### src/rtl/stopwatch_ctrl_if.sv
// Signal bundle between the stopwatch front-panel controller and its surroundings.
// The master side drives the raw buttons and the overflow flag. The slave side is the controller.
interface stopwatch_ctrl_if #(
    parameter int unsigned LAP_W = 4
);
    logic             btn_start_stop_n;
    logic             btn_lap_reset_n;
    logic             stopwatch_overflow;
    logic             sw_start_stop;
    logic             sw_hold;
    logic             sw_reset_n;
    logic             running;
    logic [LAP_W-1:0] lap_count;
    logic             ovf_flag;

    modport master (
        output btn_start_stop_n, btn_lap_reset_n, stopwatch_overflow,
        input  sw_start_stop, sw_hold, sw_reset_n, running, lap_count, ovf_flag
    );

    modport slave (
        input  btn_start_stop_n, btn_lap_reset_n, stopwatch_overflow,
        output sw_start_stop, sw_hold, sw_reset_n, running, lap_count, ovf_flag
    );
endinterface

### src/rtl/stopwatch_ctrl.sv
// Front-panel controller for the 100 Hz stopwatch datapath.
// It synchronises and debounces the two buttons, runs the user-mode FSM, and drives the datapath strobes.
module stopwatch_ctrl #(
    parameter int unsigned DEBOUNCE_TICKS = 3,
    parameter int unsigned LAP_W          = 4
) (
    input  logic            CLK_100Hz,
    input  logic            reset_n,
    stopwatch_ctrl_if.slave bus
);
    localparam int unsigned      CNT_W   = 4;
    localparam logic [CNT_W-1:0] DB_LAST = CNT_W'(DEBOUNCE_TICKS - 1);
    localparam logic [LAP_W-1:0] LAP_MAX = '1;

    typedef enum logic [2:0] {
        S_IDLE,
        S_RUNNING,
        S_LAP,
        S_STOPPED,
        S_OVF,
        S_CLEAR
    } state_t;

    // Bit 0 is START/STOP. Bit 1 is LAP/RESET.
    logic [1:0]            w_raw;
    logic [1:0]            r_sync1;
    logic [1:0]            r_sync2;
    logic [1:0]            r_db;
    logic [1:0][CNT_W-1:0] r_cnt;
    logic [1:0]            r_evt;

    state_t           r_state;
    logic             r_start_stop;
    logic             r_hold;
    logic [LAP_W-1:0] r_lap_count;
    logic             r_running;
    logic             r_ovf;
    logic             r_clr_n;
    logic             r_clr_cnt;

    logic w_start;
    logic w_lap;
    logic w_ovf;

    assign w_raw = {bus.btn_lap_reset_n, bus.btn_start_stop_n};

    // The debounced state resets to "pressed", so a button held through reset gives no event.
    always_ff @(posedge CLK_100Hz or negedge reset_n) begin
        if (!reset_n) begin
            r_sync1 <= '1;
            r_sync2 <= '1;
            r_db    <= '0;
            r_cnt   <= '0;
            r_evt   <= '0;
        end else begin
            r_sync1 <= w_raw;
            r_sync2 <= r_sync1;
            for (int unsigned b = 0; b < 2; b++) begin
                r_evt[b] <= 1'b0;
                if (r_sync2[b] != r_db[b]) begin
                    if (r_cnt[b] == DB_LAST) begin
                        r_db[b]  <= r_sync2[b];
                        r_cnt[b] <= '0;
                        r_evt[b] <= ~r_sync2[b];
                    end else begin
                        r_cnt[b] <= r_cnt[b] + 1'b1;
                    end
                end else begin
                    r_cnt[b] <= '0;
                end
            end
        end
    end

    assign w_start = r_evt[0];
    assign w_lap   = r_evt[1];
    // The overflow level is not acted on in the cycle right after a pulse, so start_stop is never low twice in a row.
    assign w_ovf   = bus.stopwatch_overflow & r_start_stop;

    always_ff @(posedge CLK_100Hz or negedge reset_n) begin
        if (!reset_n) begin
            r_state      <= S_IDLE;
            r_start_stop <= 1'b1;
            r_hold       <= 1'b1;
            r_lap_count  <= '0;
            r_running    <= 1'b0;
            r_ovf        <= 1'b0;
            r_clr_n      <= 1'b1;
            r_clr_cnt    <= 1'b0;
        end else begin
            r_start_stop <= 1'b1;
            case (r_state)
                S_IDLE: begin
                    if (w_start) begin
                        r_state      <= S_RUNNING;
                        r_start_stop <= 1'b0;
                        r_running    <= 1'b1;
                    end
                end
                S_RUNNING: begin
                    if (w_ovf) begin
                        r_state      <= S_OVF;
                        r_start_stop <= 1'b0;
                        r_running    <= 1'b0;
                        r_ovf        <= 1'b1;
                    end else if (w_start) begin
                        r_state      <= S_STOPPED;
                        r_start_stop <= 1'b0;
                        r_running    <= 1'b0;
                    end else if (w_lap) begin
                        r_state <= S_LAP;
                        r_hold  <= 1'b0;
                        if (r_lap_count != LAP_MAX) r_lap_count <= r_lap_count + 1'b1;
                    end
                end
                S_LAP: begin
                    if (w_ovf) begin
                        r_state      <= S_OVF;
                        r_start_stop <= 1'b0;
                        r_hold       <= 1'b1;
                        r_running    <= 1'b0;
                        r_ovf        <= 1'b1;
                    end else if (w_start) begin
                        r_state      <= S_STOPPED;
                        r_start_stop <= 1'b0;
                        r_hold       <= 1'b1;
                        r_running    <= 1'b0;
                    end else if (w_lap) begin
                        r_state <= S_RUNNING;
                        r_hold  <= 1'b1;
                    end
                end
                S_STOPPED: begin
                    if (w_start) begin
                        r_state      <= S_RUNNING;
                        r_start_stop <= 1'b0;
                        r_running    <= 1'b1;
                    end else if (w_lap) begin
                        r_state     <= S_CLEAR;
                        r_clr_n     <= 1'b0;
                        r_clr_cnt   <= 1'b0;
                        r_lap_count <= '0;
                        r_hold      <= 1'b1;
                    end
                end
                S_OVF: begin
                    if (w_lap) begin
                        r_state     <= S_CLEAR;
                        r_clr_n     <= 1'b0;
                        r_clr_cnt   <= 1'b0;
                        r_lap_count <= '0;
                        r_hold      <= 1'b1;
                        r_ovf       <= 1'b0;
                    end
                end
                S_CLEAR: begin
                    if (r_clr_cnt) begin
                        r_state <= S_IDLE;
                        r_clr_n <= 1'b1;
                    end else begin
                        r_clr_cnt <= 1'b1;
                    end
                end
                default: r_state <= S_IDLE;
            endcase
        end
    end

    assign bus.sw_start_stop = r_start_stop;
    assign bus.sw_hold       = r_hold;
    assign bus.sw_reset_n    = reset_n & r_clr_n;
    assign bus.running       = r_running;
    assign bus.lap_count     = r_lap_count;
    assign bus.ovf_flag      = r_ovf;
endmodule
### src/flat_wrapper.sv
// flat-port wrapper written by rule: the top's interface ports become plain ports
module stopwatch_ctrl_flat 
#(
    parameter int unsigned DEBOUNCE_TICKS = 3,
    parameter int unsigned LAP_W          = 4
)
  (CLK_100Hz, reset_n, bus_btn_start_stop_n, bus_btn_lap_reset_n, bus_stopwatch_overflow, bus_sw_start_stop, bus_sw_hold, bus_sw_reset_n, bus_running, bus_lap_count, bus_ovf_flag);
  stopwatch_ctrl_if #(.LAP_W(LAP_W)) bus_i ();
  input  logic CLK_100Hz;
  input  logic reset_n;
  input wire logic [$bits(bus_i.btn_start_stop_n)-1:0] bus_btn_start_stop_n;
  input wire logic [$bits(bus_i.btn_lap_reset_n)-1:0] bus_btn_lap_reset_n;
  input wire logic [$bits(bus_i.stopwatch_overflow)-1:0] bus_stopwatch_overflow;
  output wire logic [$bits(bus_i.sw_start_stop)-1:0] bus_sw_start_stop;
  output wire logic [$bits(bus_i.sw_hold)-1:0] bus_sw_hold;
  output wire logic [$bits(bus_i.sw_reset_n)-1:0] bus_sw_reset_n;
  output wire logic [$bits(bus_i.running)-1:0] bus_running;
  output wire logic [$bits(bus_i.lap_count)-1:0] bus_lap_count;
  output wire logic [$bits(bus_i.ovf_flag)-1:0] bus_ovf_flag;
  assign bus_i.btn_start_stop_n = bus_btn_start_stop_n;
  assign bus_i.btn_lap_reset_n = bus_btn_lap_reset_n;
  assign bus_i.stopwatch_overflow = bus_stopwatch_overflow;
  assign bus_sw_start_stop = bus_i.sw_start_stop;
  assign bus_sw_hold = bus_i.sw_hold;
  assign bus_sw_reset_n = bus_i.sw_reset_n;
  assign bus_running = bus_i.running;
  assign bus_lap_count = bus_i.lap_count;
  assign bus_ovf_flag = bus_i.ovf_flag;
  stopwatch_ctrl #(.DEBOUNCE_TICKS(DEBOUNCE_TICKS), .LAP_W(LAP_W)) u_core (.CLK_100Hz(CLK_100Hz), .reset_n(reset_n), .bus(bus_i));
endmodule
### config.mk
export PLATFORM = sky130hd
export DESIGN_NAME = stopwatch_ctrl_flat
export DESIGN_NICKNAME = d
export VERILOG_FILES = /design/src/rtl/stopwatch_ctrl_if.sv /design/src/rtl/stopwatch_ctrl.sv /design/src/flat_wrapper.sv
export SDC_FILE = /design/constraint.sdc
export NUM_CORES = 1
export LEC_CHECK = 0
export CAP_MARGIN = 20
export CORE_UTILIZATION = 55
export CTS_CLUSTER_DIAMETER = 120
export DETAILED_ROUTE_END_ITERATION = 7
export MAX_ROUTING_LAYER = met4
export PLACE_DENSITY = 0.79
export SLEW_MARGIN = 5
export SYNTH_ARGS = -nofsm -noshare
export SYNTH_HDL_FRONTEND = slang
export SYNTH_SLANG_ARGS = --single-unit
### constraint.sdc
create_clock -name CLK_100Hz -period 2.4 [get_ports CLK_100Hz]
set_input_delay 0.48 -clock CLK_100Hz [delete_from_list [all_inputs] [get_ports CLK_100Hz]]
set_output_delay 0.48 -clock CLK_100Hz [all_outputs]
set_load 0.03 [all_outputs]
==> results of run 1 <==
==> registers in the layout, summed over array words and instances, names as in the netlist <==
| signal | cells |
|---|---|
| u_core.r_sync2 | 2 |
| u_core.r_db | 2 |
| u_core.bus.ovf_flag | 1 |
| u_core.bus.lap_count | 4 |
| u_core.bus.sw_start_stop | 1 |
| u_core.r_sync1 | 2 |
| u_core.bus.sw_hold | 1 |
| u_core.r_clr_n | 1 |
| u_core.bus.running | 1 |
| u_core.r_clr_cnt | 1 |
| u_core.r_cnt | 8 |
| u_core.r_state | 3 |
| u_core.r_evt | 2 |
==> cell usage after synthesis, types with 3 or more instances <==
master    instances  share of area [%]
a21oi_1           9                3.1
and3_1            3                1.3
clkbuf_1          3               0.77
dfrtp_1          22                 38
dfstp_2           7                 13
ha_1              5                4.3
inv_1             5                1.3
nand2_1           8                2.0
nand2b_1          3                1.3
nand3_1           3                1.0
nand3b_1          3                1.5
nor2_1           17                4.4
xor2_1            5                3.0
==> power groups by stage <==
stage	Clock [uW]	Sequential [uW]	Combinational, uW
2_1_floorplan	0	793	448
3_3_place_gp	0	779	613
3_5_place_dp	0	789	634
4_1_cts	353	780	637
5_1_grt	382	805	701
6_report	336	782	630
==> through the flow <==
step	area, um2	worst slack, ps	hold slack (ps)
after CTS	1680	344	366
after detailed placement	1610	337	350
final	1680	373	356
after global routing	1680	300	362
after floorplan	1470	724	184
after global placement	1610	361	347
==> final cells by class <==
type	instances	area share (%)
clock buffer	7	3.86
clock inverter	1	0.297
inverter	5	1.11
multi-input combinational	99	40.4
sequential	29	43.6
tap	30	2.23
timing repair buffer	15	8.47
==> cells by family (layout without fill, tap and decap cells) <==
group	after synthesis	in the layout	share of synthesized area, %
AND/OR/NAND/NOR	47	47	16.9
AO/OA/AOI/OAI	35	35	17.2
flip-flops	29	29	50.1
buffers and inverters	12	28	3.50
XOR/XNOR	7	7	4.18
adder cells (fa/ha/maj)	5	5	4.27
multiplexers	5	5	3.92
==> metal layers <==
| metal | share of wire, % | up-vias | global-route usage [%] |
|---|---|---|---|
| met4 | 1.7 | 0 | 9.65 |
| met2 | 50 | 20 | 32.5 |
| met5 | 0 | - | - |
| li1 | - | 525 | - |
| met3 | 4.2 | 6 | 9.04 |
| met1 | 44 | 536 | 24.7 |
==> worst paths after layout <==
path,to
setup / recovery,bus_sw_start_stop
hold / removal,u_core.r_sync2[0]$_DFF_PN1_
min in group asynchronous,u_core.r_state[1]$_DFFE_PN0P_
hold reg to reg,u_core.r_sync2[0]$_DFF_PN1_
setup reg to reg,u_core.bus.lap_count[3]$_DFFE_PN0P_
max in group asynchronous,u_core.r_sync2[1]$_DFF_PN1_
==> flow_metrics.tcl, run 1 <==
set metrics [dict create \
    die_h_um 53.6 \
    yosys_warnings 0 \
    finalSetupTns_ps 0 \
    tightest_slew_ps 527 \
    gp_congestion 0.799 \
    die-area_mm2 0.00288 \
    swShare_pct 38.5 \
    pwr-share-clk_pct 19.2 \
    nets 165 \
    finalNonFillerCells 186 \
    num_vias 1087 \
    fin_util_pct 67.4 \
    core_mm2 0.00250 \
    io_pins 14 \
    holdPathStages 0 \
    grtUsageTotal_pct 21.5 \
    crit_slowest_cell "clkdlybuf4s50_1" \
    clock_path_buffers 2 \
    place_inst 178 \
    r2r_start "u_core.r_state[2]$_DFFE_PN0P_" \
    maxSlewHeadroom_pct 64.8 \
    pwr-share-comb_pct 36.0 \
    num_rows 18 \
    crit_type "flip-flop to output pin" \
    synthDistinctLibCells 47 \
    critical_path_required_ps 1920 \
    io_buffers 13 \
    final_hold_viol_count 0 \
    final_cell_mix "22 x dfrtp_1, 17 x nor2_1, 12 x clkdlybuf4s50_1" \
    root_buffer "clkbuf_4" \
    yosysSeqAreaShare_pct 50.1 \
    drive_above_1_share_pct 14.1 \
    reg2reg_depth 4 \
    synthesis.area_mm2 0.00147 \
    cts_tree "yes" \
    p_seq_share_pct 44.8 \
    finalCriticalPeriod_ps 2030 \
    outcome "finished clean" \
    start_util_pct 58.7 \
    hold_start "u_core.r_sync1[0]$_DFF_PN1_" \
    num-fill-cells 188 \
    max_freq_ghz 0.493 \
    grt_max_degree 30 \
    synthFlopType "dfrtp_1" \
    grt_pass1_wl_mm 4.04 \
    dr.pass1.iters 4 \
    crit_arrival_ps 1550 \
    internal_power_uw 1080 \
    grt_pass1_vias 943 \
    min_period_over_period_pct 84.4 \
    p_total_uw 1750 \
    drc 0 \
    crit_start "u_core.bus.sw_start_stop$_DFF_PN1_" \
    slew_violations 0 \
    cts_setup_buffers 0 \
    worst_setup_path_start_kind "flip-flop" \
    grt_overflow 0 \
    antenna_found_initial 0 \
    multi_input_area_um2 681 \
    cts.repair.resized 0 \
    switching_power_uw 673 \
    synthCells 140 \
    drv_cap 0 \
    rsz0062_at_grt "no" \
    ys_ff_latch 29 \
    synth-edff-count 0 \
    worstPathCellList "clkdlybuf4s50_1" \
    peakVddDrop_uv 719 \
    syn_nets 150 \
    ant_nets 0 \
    dieWidth_um 53.6 \
    drt_iter0_markers 16 \
    final_common_cell "dfrtp_1" \
    p_per_area_mw_per_mm2 1040 \
    hold_buffers 0 \
    via_per_inst 5.84 \
    drt-total-wl_mm 2.50 \
    rrSetupSlack_ps 620 \
    path_depth 1 \
    place_hpwl_mm 1.75 \
    cts_sinks 29 \
    syn_area_per_cell_um2 10.5 \
    setup_viol 0 \
    worst_setup_path_end_kind "output pin" \
    antenna_cells 0 \
    worst_path_largest_cell_delay_ps 660 \
    p_leak_uw 0.000747 \
    synthArstFlopShare_pct 100 \
    cpLargestDelayFamily "buffers and inverters" \
    clock_latency_ps 320 \
    skew_ps 3.79 \
    holdCritPathClass "flip-flop to flip-flop" \
    clkTransAtPathRegs_ps 90 \
    h-tree-depth 2 \
    cts_buffers 5 \
    crit_path_max_fanout 4 \
    critical_path_buf_inv_count 1 \
    register_area_um2 734 \
    area_growth_pct 14.8 \
    wire_per_inst_um 13.4 \
]
No activity file was read; power rests on OpenSTA's default activity.
==> run 2: changes to the inputs <==
Clock period 2.4 ns to 2.11 ns, I/O delays scaled along.
==> run 2 against run 1 <==
Effect of this change:
- utilization shrank 0.55 points
- first-iteration DRC count grew 13%
- non-clock buffer count grew 1
- setup slack lost 220 ps
- clock skew grew 7.6 ps
- hold slack gained 4.3 ps
- global-route usage grew 0.39 points
- sequential cell count is the same
- die area is the same
- critical path depth is the same
- sequential share of layout area grew 0.36 points
- final cell count grew 0.54%
- critical path type unchanged
- critical endpoint unchanged
- largest cell class unchanged
==> flow_metrics.tcl, run 2 (same netlist as run 1, synthesis figures left out) <==
set metrics [dict create \
    drt_iter0_markers 18 \
    nets 166 \
    holdCritPathClass "flip-flop to flip-flop" \
    swShare_pct 39.5 \
    switching_power_uw 761 \
    grt_max_degree 30 \
    critical_path_required_ps 1690 \
    cts_tree "yes" \
    crit_type "flip-flop to output pin" \
    critical_path_buf_inv_count 1 \
    final_hold_viol_count 0 \
    ant_nets 0 \
    p_total_uw 1920 \
    hold_buffers 0 \
    p_per_area_mw_per_mm2 1150 \
    path_depth 1 \
    drv_cap 0 \
    cts_sinks 29 \
    crit_path_max_fanout 4 \
    worst_setup_path_start_kind "flip-flop" \
    grt_overflow 0 \
    wire_per_inst_um 13.4 \
    largest_reg_flops 8 \
    tightest_slew_ps 541 \
    cts_buffers 5 \
    pwr-share-comb_pct 37.2 \
    drc 0 \
    finalSetupTns_ps 0 \
    maxSlewHeadroom_pct 63.9 \
    skew_ps 11.4 \
    cpLargestDelayFamily "buffers and inverters" \
    final_common_cell "dfrtp_1" \
    regMostFlops "u_core.r_cnt" \
    finalCriticalPeriod_ps 1960 \
    dr.pass1.iters 4 \
    drt-total-wl_mm 2.50 \
    outcome "finished clean" \
    slew_violations 0 \
    via_per_inst 5.76 \
    area_growth_pct 13.9 \
    clock_latency_ps 320 \
    multi_input_area_um2 681 \
    reg2reg_depth 4 \
    dieWidth_um 53.6 \
    grtUsageTotal_pct 21.9 \
    clock_path_buffers 2 \
    start_util_pct 58.7 \
    pwr-share-clk_pct 16.2 \
    root_buffer "clkbuf_4" \
    die_h_um 53.6 \
    num-fill-cells 196 \
    register_area_um2 734 \
    worstPathCellList "clkdlybuf4s50_1" \
    cts.repair.resized 0 \
    peakVddDrop_uv 739 \
    crit_slowest_cell "clkdlybuf4s50_1" \
    rsz0062_at_grt "no" \
    min_period_over_period_pct 92.9 \
    layout_setup_ws_ps 150 \
    holdPathStages 0 \
    place_hpwl_mm 1.76 \
    final_cell_mix "22 x dfrtp_1, 17 x nor2_1, 12 x clkdlybuf4s50_1" \
    clkTransAtPathRegs_ps 90 \
    dp_slack_ps 92.6 \
    drive_above_1_share_pct 12.7 \
    h-tree-depth 2 \
    p_seq_share_pct 46.6 \
    grt_pass1_vias 955 \
    cts_setup_buffers 0 \
    io_buffers 13 \
    worst_path_largest_cell_delay_ps 660 \
    num_rows 18 \
    antenna_found_initial 0 \
    crit_arrival_ps 1540 \
    antenna_cells 0 \
    setup_viol 0 \
    gp_congestion 0.843 \
    worst_setup_path_end_kind "output pin" \
    core_mm2 0.00250 \
    p_leak_uw 0.000737 \
    die-area_mm2 0.00288 \
    num_vias 1078 \
    max_freq_ghz 0.510 \
    grt_pass1_wl_mm 4.13 \
    io_pins 14 \
    internal_power_uw 1160 \
]
## run 2: changes by cell type in the layout (fill, tap and decap cells not counted), sizes merged
cell	before	now
buf	3	4
clkbuf	7	8
clkinv	1	0
## run 2: metal layers
| metal | global-route usage, % | share of wire, % | vias to the layer above | wire (um) |
|---|---|---|---|---|
| li1 | - | - | 531 | - |
| met1 | 25.7 | 46 | 515 | 1150 |
| met2 | 31.9 | 48 | 28 | 1200 |
| met3 | 9.32 | 4.6 | 4 | 115 |
| met4 | 11.0 | 1.7 | 0 | 42 |
| met5 | - | 0 | - | 0 |
## run 2: path summary, 6_finish.rpt
check | slack [ps] | end | start
min in group asynchronous | 570 | u_core.bus.running$_DFFE_PN0P_ | reset_n
min | 360 | u_core.r_sync2[0]$_DFF_PN1_ | u_core.r_sync1[0]$_DFF_PN1_
max | 150 | bus_sw_start_stop | u_core.bus.sw_start_stop$_DFF_PN1_
max reg2reg | 260 | u_core.bus.lap_count[3]$_DFFE_PN0P_ | u_core.r_state[2]$_DFFE_PN0P_
max in group asynchronous | 1220 | u_core.r_sync1[1]$_DFF_PN1_ | reset_n
min reg2reg | 360 | u_core.r_sync2[0]$_DFF_PN1_ | u_core.r_sync1[0]$_DFF_PN1_
## run 2: layout make-up
type,count,area share (%)
clock buffers,8,2.92
flip-flops and latches,29,44.0
well taps,30,2.25
multi-input cells,99,40.7
repair buffers,16,8.99
inverters,5,1.12
## run 2: stage by stage
step | instances | instance area (um2) | hold WS (ps) | util [%]
2_1_floorplan | 140 | 1470 | 126 | -
3_5_place_dp | 179 | 1620 | 349 | 64.9
5_1_grt | 187 | 1670 | 363 | 66.8
4_1_cts | 187 | 1670 | 362 | 66.8
3_3_place_gp | 179 | 1620 | 347 | 64.9
6_report | 187 | 1670 | 360 | 66.8
## run 2: power by group through the flow
stage          logic [uW]  clock network [uW]  registers (uW)
6_report              716                 312             895
2_1_floorplan         509                   0             902
3_5_place_dp          715                   0             904
3_3_place_gp          694                   0             890
5_1_grt               789                 362             922
4_1_cts               720                 333             893
